<file path="src/rtl/pea_core.sv">
// pea_core: polynomial-evaluation accelerator with eight coefficient slots, fed by command/data FIFOs.
// Define PEA_OVERFLOW_DETECT_EN to evaluate in double width and report status 3 on overflow.
module pea_core #(
    parameter int WIDTH = 16,
    parameter int PTR_W = 10
) (
    input  logic             clk,
    input  logic             rst,
    input  logic [15:0]      command_in,
    input  logic [WIDTH-1:0] data_in,
    input  logic             invoke,
    input  logic [1:0]       next_mode_in,
    input  logic [PTR_W-1:0] data_pop,
    input  logic [PTR_W-1:0] command_pop,
    output logic             rd_in_command,
    output logic             rd_in_data,
    output logic             FC,
    output logic             wr_out,
    output logic [WIDTH-1:0] data_out_result,
    output logic [WIDTH-1:0] data_out_status,
    output logic [7:0]       instr,
    output logic [4:0]       arg2
);
`ifdef PEA_OVERFLOW_DETECT_EN
    localparam int ACC_W = 2 * WIDTH;
`else
    localparam int ACC_W = WIDTH;
`endif
    typedef enum logic [2:0] {IDLE, GC, STP_RD, EVP_LD, EVP_MAC, WRITE, DONE} state_t;
    state_t           r_state, w_next;
    logic [15:0]      r_cmd;
    logic [WIDTH-1:0] r_mem [8][32];
    logic [4:0]       r_deg [8];
    logic [7:0]       r_valid;
    logic [4:0]       r_cnt;
    logic [ACC_W-1:0] r_sum;
    logic             r_ovf;
    logic [7:0]       w_op;
    logic [2:0]       w_slot;
    logic [4:0]       w_a2;
    logic [ACC_W-1:0] w_prod, w_mac;
    logic             w_ovf, w_rdc, w_rdd, w_wr, w_fc;
    logic [WIDTH-1:0] w_result, w_status;
    assign w_op   = r_cmd[15:8];
    assign w_slot = r_cmd[7:5];
    assign w_a2   = r_cmd[4:0];
    assign instr  = w_op;
    assign arg2   = w_a2;
    // One Horner step: sum * x + c_i, with c_i taken highest order first.
    assign w_prod = r_sum * ACC_W'(w_a2);
    assign w_mac  = w_prod + ACC_W'(r_mem[w_slot][r_cnt]);
`ifdef PEA_OVERFLOW_DETECT_EN
    assign w_ovf = (w_prod[ACC_W-1:WIDTH] != '0) || (w_mac[ACC_W-1:WIDTH] != '0);
`else
    assign w_ovf = 1'b0;
`endif
    always_ff @(posedge clk or negedge rst) begin
        if (!rst) r_state <= IDLE;
        else      r_state <= w_next;
    end
    always_comb begin
        w_next = r_state;
        case (r_state)
            IDLE:    w_next = !invoke ? IDLE :
                              next_mode_in == 2'd0 ? GC :
                              next_mode_in != 2'd1 ? DONE :
                              w_op == 8'h01 ? STP_RD :
                              (w_op == 8'h02 && r_valid[w_slot]) ? EVP_LD : WRITE;
            GC:      w_next = command_pop != '0 ? DONE : GC;
            STP_RD:  w_next = (data_pop != '0 && r_cnt == '0) ? WRITE : STP_RD;
            EVP_LD:  w_next = EVP_MAC;
            EVP_MAC: w_next = r_cnt == '0 ? WRITE : EVP_MAC;
            WRITE:   w_next = DONE;
            default: w_next = IDLE;
        endcase
    end
    always_comb begin
        w_rdc    = r_state == GC && command_pop != '0;
        w_rdd    = r_state == STP_RD && data_pop != '0;
        w_wr     = r_state == WRITE;
        w_fc     = r_state == DONE;
        w_result = (w_op == 8'h02 && r_valid[w_slot]) ? r_sum[WIDTH-1:0] : '0;
        w_status = (w_op == 8'h01 || w_op == 8'h03) ? WIDTH'(0) :
                   w_op != 8'h02 ? WIDTH'(1) :
                   !r_valid[w_slot] ? WIDTH'(2) :
                   r_ovf ? WIDTH'(3) : WIDTH'(0);
    end
    always_ff @(posedge clk) begin
        if (w_rdd) r_mem[w_slot][r_cnt] <= data_in;
    end
    always_ff @(posedge clk or negedge rst) begin
        if (!rst) begin
            rd_in_command   <= 1'b0;
            rd_in_data      <= 1'b0;
            wr_out          <= 1'b0;
            FC              <= 1'b0;
            data_out_result <= '0;
            data_out_status <= '0;
            r_cmd           <= '0;
            r_valid         <= '0;
            r_deg           <= '{default: '0};
            r_cnt           <= '0;
            r_sum           <= '0;
            r_ovf           <= 1'b0;
        end else begin
            rd_in_command <= w_rdc;
            rd_in_data    <= w_rdd;
            wr_out        <= w_wr;
            FC            <= w_fc;
            if (w_rdc) r_cmd <= command_in;
            if (r_state == IDLE) r_cnt <= w_a2;
            if (r_state == EVP_LD) begin
                r_cnt <= r_deg[w_slot];
                r_sum <= '0;
                r_ovf <= 1'b0;
            end
            if (w_rdd) r_cnt <= r_cnt - 5'd1;
            if (r_state == EVP_MAC) begin
                r_cnt <= r_cnt - 5'd1;
                r_sum <= w_mac;
                r_ovf <= r_ovf | w_ovf;
            end
            if (w_wr) begin
                data_out_result <= w_result;
                data_out_status <= w_status;
                if (w_op == 8'h01) begin
                    r_valid[w_slot] <= 1'b1;
                    r_deg[w_slot]   <= w_a2;
                end
                if (w_op == 8'h03) r_valid[w_slot] <= 1'b0;
            end
        end
    end
endmodule

</file>
<file path="config.mk">
export PLATFORM = sky130hd
export DESIGN_NAME = pea_core
export DESIGN_NICKNAME = d
export VERILOG_FILES = /design/src/rtl/pea_core.sv
export SDC_FILE = /design/constraint.sdc
export NUM_CORES = 2
export LEC_CHECK = 0
export BUFFER_PORTS_ARGS = -buffer_cell sky130_fd_sc_hd__buf_2
export CELL_PAD_IN_SITES_DETAIL_PLACEMENT = 2
export CELL_PAD_IN_SITES_GLOBAL_PLACEMENT = 2
export CORE_UTILIZATION = 30
export DETAILED_ROUTE_END_ITERATION = 10
export PLACE_DENSITY_LB_ADDON = 0.1
export SETUP_SLACK_MARGIN = 0.5
export SLEW_MARGIN = 20
export SYNTH_ARGS = -nofsm -noshare
export SYNTH_HDL_FRONTEND = slang
export SYNTH_SLANG_ARGS = --single-unit
</file>
<file path="constraint.sdc">
create_clock -name clk -period 16.84 [get_ports clk]
set_input_delay 1.684 -clock clk [delete_from_list [all_inputs] [get_ports clk]]
set_output_delay 1.684 -clock clk [all_outputs]
set_load 0.03 [all_outputs]
</file>
==> flow_summary.ini <==
[detailed_routing]
vias = 101200
first_pass_iters = 5
avgViaCountPerCell = 5.643
finalWirelength_um = 709300
drcViolationCount = 0
wl_per_cell_um = 39.56
ant_nets = 0
drt_iter0_markers = 11270

[cells_and_area]
drive_above_1_share_pct = 17.92
post-route-util_pct = 35.07
post-route-cell-area_mm2 = 0.1912
fillCellCount = 53760
nets = 10370
syn_to_final_growth_pct = 16.31

[clock_tree]
cts_buffers = 477
cts_buffer_depth = 4
clkTransAtPathRegs_ps = 60
cts_tree = built
cts.htree.levels = 5
cts_resized = 0
cts_setup_buffers = 0
cts-root-buf = clkbuf_16
clk_latency_ps = 1060
cts.sinks = 4206
holdBufCountCts = 0

[yosys]
synth_edf_count = 4096
synth_seq_cells = 4206
synth_common_cells = edfxtp_1 (4096), nor2_1 (665), a21oi_1 (592)
ys_types = 84
synth.most_common_cell = edfxtp_1
ys_top_cells_by_area = edfxtp_1 (75%), mux2i_1 (3.1%), mux2_2 (1.9%)
synth_async_sr_flop_share_pct = 2.615
synth.top_cell.area_share_pct = 74.82
yosys.area.top_type = edfxtp_1
syn_area_mm2 = 0.1644
yosys_warnings = 0
synth_cells = 9812
synth_top_flop_cell = edfxtp_1
yosysSeqAreaShare_pct = 76.49
syn_avg_cell_area_um2 = 16.75

[run_status]
status = complete, no violations

[sta]
tightest_slew_ps = 1216
slew_violations = 0
rsz0062_at_grt = no
tns_ps = 0
finalCriticalPeriod_ps = 9908
fmax_mhz = 100.9
relSlewSlack_pct = 18.91
setup_violations = 0
fin_crit_sh_pct = 58.84
final_hold_viol_count = 0
clock_skew_ps = 85.09

[critical_path]
slowest_delay_ps = 940
rrSetupSlack_ps = 6930
critPathCaptureType = register
worstSetupStartpoint = r_cmd[5]
setup.worst_path.class = register to register
r2r-start = r_cmd[5]
crit_fanout = 66
cp-start-kind = register
cp_slowest_cell = o21ai_0
cp.arrival_ps = 10800
cp.required_ps = 17740

[grt]
globalRouteMet1Util_pct = 35.24
grt-ovfl-total = 0
grt_max_degree = 147
use_met3_pct = 3.207
grt_util_met2_pct = 41.60
antenna_found_initial = 91
grt_pass1_wl_um = 953300
grt_usage_pct = 25.07
grt_pass1_vias = 105400
gr-max-usage-layer = met2

[floorplan]
core.rowCount = 271
start_util_pct = 30.15
die_w_um = 742.3
die_height_um = 742.3
io_pins = 106
core_region_area_mm2 = 0.5452
die_area_mm2 = 0.5509

[hold_path]
hold_path.class = register to register
hold_start = data_out_status[1]

[pwr]
p_total_uw = 35350
max-vdd-ir-drop_v = 0.0001502
powerDensity_mw_per_mm2 = 184.9
p_leak_uw = 0.06119

[placed_design]
dpl.hpwl_um = 414400
gp_congestion = 0.8046
place_area_mm2 = 0.1761
port_buffers = 91

[run]
maxCapViolations = 0
## routing by layer
metal | vias to the layer above | part of all wire [%]
met1 | 56440 | 44
met5 | - | 0.0031
met2 | 3648 | 48
met3 | 746 | 5.8
met4 | 4 | 2.3
li1 | 40350 | -
## cells by family after synthesis
kind of cell | count (synthesis) | synth area share (%)
adders and majority gates | 73 | 0.7794
other | 1 | 0.002281
muxes | 905 | 6.530
xor gates and xnor gates | 20 | 0.1066
buffers and inverters | 771 | 2.293
DFF | 4206 | 76.49
and+or+nand+nor | 1389 | 3.513
AOI/OAI and AO/OA | 2447 | 10.28
## placed cells by master, fill, tap and decap left out, types with 24 or more instances in the layout
master     netlist  final
a211oi_1        43     43
a21oi_1        592    591
a221o_1        101    101
a221oi_1       319    318
a22o_1          97     97
a22oi_1        417    417
a31oi_1         46     40
and2_1          36     31
buf_12           0     42
buf_2          205     75
buf_4          115    514
bufinv_16        0     32
clkbuf_1       268    118
clkbuf_16        0    479
clkinv_1         0    145
clkinv_2         0     84
dfrtp_1        110    105
diode_2          0     42
edfxtp_1      4096   4096
fa_1            49     49
ha_1            24     24
inv_1           60     57
mux2_2         283    283
mux2i_1        508    508
mux4_2         104    104
nand2_1        459    449
nand3_1        111    111
nor2_1         665    495
nor2_2           0    151
o2111ai_1      112    111
o211ai_1        61     61
o21ai_0        425    411
o221ai_1        53     53
o22ai_1         33     33
## layout make-up
class	count	area (µm²)	share of cell area (%)
clock inverter	292	2497	1.306
antenna	42	105.1	0.05497
multi-input combinational	4848	35750	18.70
inverter	63	264.0	0.1381
timing repair buffer	648	5329	2.787
sequential	4206	125800	65.78
clock buffer	597	12430	6.501
tap	7234	9051	4.734
## registers in the layout (all words and copies together), names as in the netlist, 2 cells and up
signal,flops
r_deg,40
r_cmd,16
data_out_result,16
r_mem,4096
data_out_status,2
r_sum,16
r_cnt,5
r_state,3
r_valid,8
## critical path: cells and delay by family, from the launching register on
kind	cells	cell delay (ps)
buf+inv	6	2180
xor+xnor	1	160
compound gates	12	3620
fa+ha+maj	4	1840
simple gates	2	900
flops	1	870
## power breakdown
part           switching, µW  internal, µW
sequential               238         11600
clock                   4460          5710
combinational           9830          3530
## worst paths after layout
kind                                      end  cells after the start
max                                 r_sum[15]                     25
min                        data_out_status[1]                      2
max reg2reg                         r_sum[15]                     25
min reg2reg                data_out_status[1]                      2
max in group asynchronous           r_deg[11]                      3
min in group asynchronous  data_out_status[1]                      1
## through the flow
step                std cells  hold WS, ps  worst slack [ps]
floorplan                9825        470.7             10710
global placement        17000        448.5              6990
detailed placement      17000        469.5              7011
CTS                     17890        486.8              7001
global route            17900        520.7              6699
finish                  17930        477.4              6932
Power figures use the tool's default switching activity.
